[config.mk]
export PLATFORM = sky130hd
export DESIGN_NAME = pump_valve_pwm
export DESIGN_NICKNAME = d
export VERILOG_FILES = /design/src/rtl/pump_valve_pwm.sv
export SDC_FILE = /design/constraint.sdc
export NUM_CORES = 1
export LEC_CHECK = 0
export BUFFER_PORTS_ARGS = -buffer_cell sky130_fd_sc_hd__buf_2
export CAP_MARGIN = 20
export CORE_MARGIN = 4
export CORE_UTILIZATION = 31
export CTS_CLUSTER_SIZE = 28
export DETAILED_ROUTE_END_ITERATION = 8
export GPL_ROUTABILITY_DRIVEN = 1
export PLACE_DENSITY = 0.58
export SYNTH_ARGS = -nofsm -noshare
export SYNTH_HDL_FRONTEND = slang
export SYNTH_SLANG_ARGS = --single-unit
[constraint.sdc]
create_clock -name clk_i -period 2.3 [get_ports clk_i]
set_input_delay 0.23 -clock clk_i [delete_from_list [all_inputs] [get_ports clk_i]]
set_output_delay 0.23 -clock clk_i [all_outputs]
set_load 0.01 [all_outputs]
[src/rtl/pump_valve_pwm.sv]
// pump_valve_pwm: turns a signed PID command into a fixed-period PWM on either
// the inflate pump or the vent valve. Small commands inside the deadband are
// treated as idle, and a dead time separates direction reversals.
// Optional command watchdog: define PWM_WATCHDOG_EN to enable it.
module pump_valve_pwm #(
  parameter int PWM_PERIOD  = 1000,
  parameter int CMD_SHIFT   = 5,
  parameter int DEADBAND    = 50,
  parameter int DEAD_TIME   = 100
`ifdef PWM_WATCHDOG_EN
  ,
  parameter int WDT_PERIODS = 8
`endif
) (
  input  logic               clk_i,
  input  logic               rst_n_i,
  input  logic signed [15:0] cmd_i,
  input  logic               cmd_valid_i,
  output logic               pump_pwm_o,
  output logic               valve_pwm_o,
  output logic               period_start_o,
  output logic [1:0]         state_o
);

  localparam int DW = $clog2(PWM_PERIOD + 1);
  localparam int TW = (DEAD_TIME > 1) ? $clog2(DEAD_TIME) : 1;
  localparam logic [DW-1:0] LAST_CNT  = DW'(PWM_PERIOD - 1);
  localparam logic [DW-1:0] FULL_DUTY = DW'(PWM_PERIOD);
  localparam logic [TW-1:0] LAST_DEAD = TW'(DEAD_TIME - 1);

  typedef enum logic [1:0] {
    ST_IDLE    = 2'd0,
    ST_INFLATE = 2'd1,
    ST_DEFLATE = 2'd2,
    ST_DEAD    = 2'd3
  } state_e;

  state_e             state_q;
  logic [DW-1:0]      cnt_q;
  logic [DW-1:0]      duty_q;
  logic [TW-1:0]      dead_q;
  logic signed [15:0] pending_q, pending_d;
  logic               pump_q, valve_q, start_q;

  logic               boundary;
  logic               wdt_expire;
  logic signed [15:0] eval_cmd;
  logic [15:0]        mag;
  logic [15:0]        shifted;
  logic [DW-1:0]      eval_duty;
  state_e             eval_dir;

  // The last count of a running period is where direction and duty may change;
  // DEAD holds the counter at zero so it never reaches a boundary.
  assign boundary = (state_q != ST_DEAD) && (cnt_q == LAST_CNT);

`ifdef PWM_WATCHDOG_EN
  localparam int WW = (WDT_PERIODS > 1) ? $clog2(WDT_PERIODS) : 1;
  localparam logic [WW-1:0] LAST_WDT = WW'(WDT_PERIODS - 1);

  logic [WW-1:0] wdt_q, wdt_d;

  // A fresh strobe on the boundary cycle always wins over a timeout.
  assign wdt_expire = boundary && !cmd_valid_i && (wdt_q == LAST_WDT);

  // Count boundaries seen since the most recent command strobe.
  always_comb begin
    wdt_d = wdt_q;
    if (cmd_valid_i) begin
      wdt_d = '0;
    end else if (wdt_expire) begin
      wdt_d = '0;
    end else if (boundary) begin
      wdt_d = wdt_q + 1'b1;
    end
  end

  // Watchdog boundary counter register.
  always_ff @(posedge clk_i or negedge rst_n_i) begin
    if (!rst_n_i) begin
      wdt_q <= '0;
    end else begin
      wdt_q <= wdt_d;
    end
  end
`else
  assign wdt_expire = 1'b0;
`endif

  // Pending command: loaded by each strobe, cleared when the watchdog fires.
  always_comb begin
    pending_d = pending_q;
    if (cmd_valid_i) begin
      pending_d = cmd_i;
    end else if (wdt_expire) begin
      pending_d = '0;
    end
  end

  // Pending command register.
  always_ff @(posedge clk_i or negedge rst_n_i) begin
    if (!rst_n_i) begin
      pending_q <= '0;
    end else begin
      pending_q <= pending_d;
    end
  end

  // Direction and duty implied by the pending command; -32768 saturates so the
  // magnitude never overflows, and duty saturates at a full period.
  always_comb begin
    eval_cmd = wdt_expire ? 16'sd0 : pending_q;
    if (!eval_cmd[15]) begin
      mag = eval_cmd;
    end else if (eval_cmd == 16'sh8000) begin
      mag = 16'h7fff;
    end else begin
      mag = 16'(-eval_cmd);
    end
    shifted = mag >> CMD_SHIFT;
    if (32'(shifted) > 32'($unsigned(PWM_PERIOD))) begin
      eval_duty = FULL_DUTY;
    end else begin
      eval_duty = DW'(shifted);
    end
    if (int'(eval_cmd) > DEADBAND) begin
      eval_dir = ST_INFLATE;
    end else if (int'(eval_cmd) < -DEADBAND) begin
      eval_dir = ST_DEFLATE;
    end else begin
      eval_dir = ST_IDLE;
    end
  end

  // Direction FSM, period and dead-time counters, and registered PWM outputs.
  always_ff @(posedge clk_i or negedge rst_n_i) begin
    if (!rst_n_i) begin
      state_q <= ST_IDLE;
      cnt_q   <= '0;
      duty_q  <= '0;
      dead_q  <= '0;
      pump_q  <= 1'b0;
      valve_q <= 1'b0;
      start_q <= 1'b0;
    end else begin
      pump_q  <= (state_q == ST_INFLATE) && (cnt_q < duty_q);
      valve_q <= (state_q == ST_DEFLATE) && (cnt_q < duty_q);
      start_q <= (state_q != ST_DEAD) && (cnt_q == '0);
      if (state_q == ST_DEAD) begin
        cnt_q <= '0;
        if (dead_q == LAST_DEAD) begin
          dead_q  <= '0;
          state_q <= eval_dir;
          duty_q  <= eval_duty;
        end else begin
          dead_q <= dead_q + 1'b1;
        end
      end else if (boundary) begin
        cnt_q <= '0;
        if ((state_q == ST_INFLATE && eval_dir == ST_DEFLATE) ||
            (state_q == ST_DEFLATE && eval_dir == ST_INFLATE)) begin
          state_q <= ST_DEAD;
          dead_q  <= '0;
        end else begin
          state_q <= eval_dir;
          duty_q  <= eval_duty;
        end
      end else begin
        cnt_q <= cnt_q + 1'b1;
      end
    end
  end

  assign pump_pwm_o     = pump_q;
  assign valve_pwm_o    = valve_q;
  assign period_start_o = start_q;
  assign state_o        = state_q;

endmodule

==> metrics.md <==
| Metric | Value |
|---|---|
| Hold Crit Depth | 3 |
| Count of cell types in the netlist | 50 |
| R2r setup slk | ~75 ps |
| Final setup violation count | 0 |
| Worst-Margin Slew | 563.9 ps |
| Top delay family on crit path | simple AND/OR/NAND/NOR gates |
| Aggregate global routing overflow | 0 |
| Main synth FF type | dfrtp_1 |
| Critical Path AT | 2430 ps |
| CP max stage delay | 580 ps |
| Worst EP required | between 2000 and 3000 ps |
| DRC | 0 |
| Max Cap Viol | 0 |
| Hold slack final | 131.1 ps |
| Hold Path Class | input port to flop |
| Fmax | about 450 MHz |
| Synth area leaders | dfrtp_1 43%, mux2_2 6.9%, ha_1 5.4% |
| Routed Antenna Nets | 0 |
| Seq cells post-synth | 48 |
| Hold wc startpoint | cmd_i[15] |
| Die Span Y | 102.8 um |
| Die area | around 11000 um^2 |
| Clk_skew | about 4.2 ps |
| Clock Root Buffer | clkbuf_8 |
| Vias/cell | 5.077 |
| Post-synthesis area per instance | 9.671 um^2 |
| CTS sink cnt | 48 |
| Syn. warnings | 0 |
| CP Max Fanout | 10 |
| Peak VDD IR | ~270 uV |
| Ant diodes | 0 |
| Clock Path Buffers | 2 |
| CTS tree | done |
| CP max stage cell | or4_4 |
| Cell Area, Synth | 2785 um^2 |
| Hold Path End | eval_cmd[15] |
| Leak pwr | 1.405 nW |
| Final Cycle Share | 0.9675 |
| DR pass1 iterations | 4 |
| Final min period | 2225 ps |
| Setup TNS | 0 ps |
| Iteration-0 DRC Markers | 63 |
| Starting Density | 0.3194 |
| GRT Total Usage | 0.1254 |
| Crit Path Category | flop to flop |
| Layout overhead on the synthesized area | 19.14% |
| Number of fill cells | 882 |
| Rows | 34 |
| Asr flop ratio synth | 1.000 |
| Setup crit start | cnt_q[8] |
| Largest net degree at the start of global routing | 26 |
| Critical path launch point type | flop |
| Die width | approximately 100 um |
| Yosys top cell area share | 0.4313 |
| Routed len/inst | 14.11 um |
| H-Tree Level Count | 2 |
| Power Density | 526.5 nW/um^2 |
| CTS buffer count | 5 |
| GP Congestion | 0.8638 |
| Hold Fails Final Rpt | 0 |
| RSZ-0062 raised after global routing | yes |
| Number of flops mapped to enable cells by yosys | 0 |
| Vias in the first global route | 2216 |
| Reg-to-Reg Start | cnt_q[8] |
| Buffers added on ports | 23 |
| Skew-Pair Late Insertion Delay | 300 ps |
| Worst-path clk slew | 90 ps |
| Slew headroom | 0.6241 |
| Cell count after synthesis | 288 |
| Critical path, cell by cell | nand4_1 -> or4_4 -> a311oi_2 -> nor3_2 -> buf_4 -> o41ai_2 |
| Ports | 24 |
| Initial antenna violation count | 0 |
| Syn Nets | 319 |
| First-pass GRT wire length | between 10 and 15 mm |
| Via Count | 2234 |
| Post-DP HPWL | 4.807 mm |
| Pins over their slew limit | 0 |
| Biggest area consumer among synthesized cells | dfrtp_1 |
| Seq/Total Area, Yosys | 0.4313 |
| Layout Nets | 362 |
| Status | finished, final reports clean |
| R2R Path End | duty_q[0] |
| Core area | 8721 um^2 |
| Register-to-Register Path Depth | 6 |
| Worst Setup End Kind | flop |
| Buf+Inv Stages, Crit Path | 1 |
| Share of cells above drive strength 1 | 0.2771 |
| Drt total wl | approximately 6.2 mm |
==> synthesized netlist by cell type (all sizes together) (2+ instances only) <==
library cell	number
o21ai	18
and3	7
mux2	17
nor3	5
o2111ai	2
a211oi	5
ha	12
a21o	3
xor2	4
buf	5
a311oi	2
clkbuf	8
nand3	15
nor2	30
dfrtp	48
o21a	6
inv	13
xnor2	5
nand2	24
nor4b	2
nor4	7
nand2b	3
o31ai	4
a21oi	18
or4	2
nand4b	2
nand4	5
==> worst max path at each step <==
stage / end / slack (ps) / depth (start not counted)
2_1_floorplan: duty_q[0] / 290 / 7
3_5_place_dp: duty_q[0] / 60 / 7
6_report: duty_q[0] / 70 / 6
3_3_place_gp: duty_q[0] / 170 / 6
5_1_grt: duty_q[0] / -40 / 6
4_1_cts: duty_q[0] / 40 / 7
==> placed cells by master, fill, tap and decap left out, types with 4 or more instances in the layout <==
cell,count
a21oi_1,18
and3_1,7
buf_2,23
buf_4,25
clkbuf_8,5
dfrtp_1,46
ha_1,11
inv_1,13
mux2_2,17
nand2_1,24
nand3_1,14
nand4_1,5
nor2_1,30
nor4_1,5
o21a_1,6
o21ai_0,17
o31ai_1,4
xnor2_1,5
xor2_1,4
==> stage by stage <==
| stage | setup slack, ps | util | std cells | instance area, um^2 | power, W |
|---|---|---|---|---|---|
| after floorplan | 289.1 | - | 288 | 2785 | 0.001052 |
| after global placement | 173.9 | 0.3624 | 430 | 3161 | 0.001136 |
| after detailed placement | 60.01 | 0.3624 | 430 | 3161 | 0.001138 |
| after CTS | 37.20 | 0.3759 | 439 | 3278 | 0.001763 |
| after global routing | -35.68 | 0.3805 | 440 | 3318 | 0.001828 |
| final | 74.70 | 0.3805 | 440 | 3318 | 0.001747 |
==> where the power goes <==
group | switching [W] | total [W] | internal (W)
Clock | 0.000295 | 0.000618 | 0.000323
Sequential | 0.0000459 | 0.000918 | 0.000872
Combinational | 0.000110 | 0.000211 | 0.000101
==> routing by layer <==
layer  routed length (um)  GRT usage
met4                   26    0.02490
met2                 2910     0.2051
met3                  247    0.02368
met5                    0          0
met1                 3025     0.1745
==> cell families (layout without fill, tap and decap cells) <==
kind of cell | Yosys count | count (layout) | synth area share
compound gates | 71 | 71 | 0.1770
xor+xnor | 9 | 9 | 0.02830
fa+ha+maj | 12 | 12 | 0.05391
buf+inv | 26 | 70 | 0.03729
flops | 48 | 48 | 0.4313
mux | 18 | 18 | 0.07233
simple gates | 104 | 104 | 0.1999
==> worst register-to-register path: stages (launching register included) <==
cell,delay [ps]
dfrtp_1,430
nand4_1,190
or4_4,580
a311oi_2,310
nor3_2,110
buf_4,190
o41ai_2,320
==> registers in the layout, indices dropped and copies added (netlist names) <==
register	flops
eval_cmd	16
cnt_q	10
pump_pwm_o	1
dead_q	7
period_start_o	1
valve_pwm_o	1
duty_q	10
state_o	2
==> cell type report <==
class	count	area, um^2	area share
clock buffer	6	72.57	0.02187
timing repair buffer	49	312.8	0.09427
clock inverter	2	35.03	0.01056
sequential	48	1204	0.3627
multi-input combinational	214	1510	0.4551
inverter	13	48.80	0.01471
tap	108	135.1	0.04072
==> repair_timing <==
| action | 4_1_cts | 5_1_grt |
|---|---|---|
| setup endpoints to repair | 0 | 9 |
| endpoints found under the hold margin | 23 | 0 |
| resized for setup | 0 | 7 |
| hold buffers | 1 | 0 |
| buffers inserted | 0 | 1 |
No activity file was read; power rests on OpenSTA's default activity.
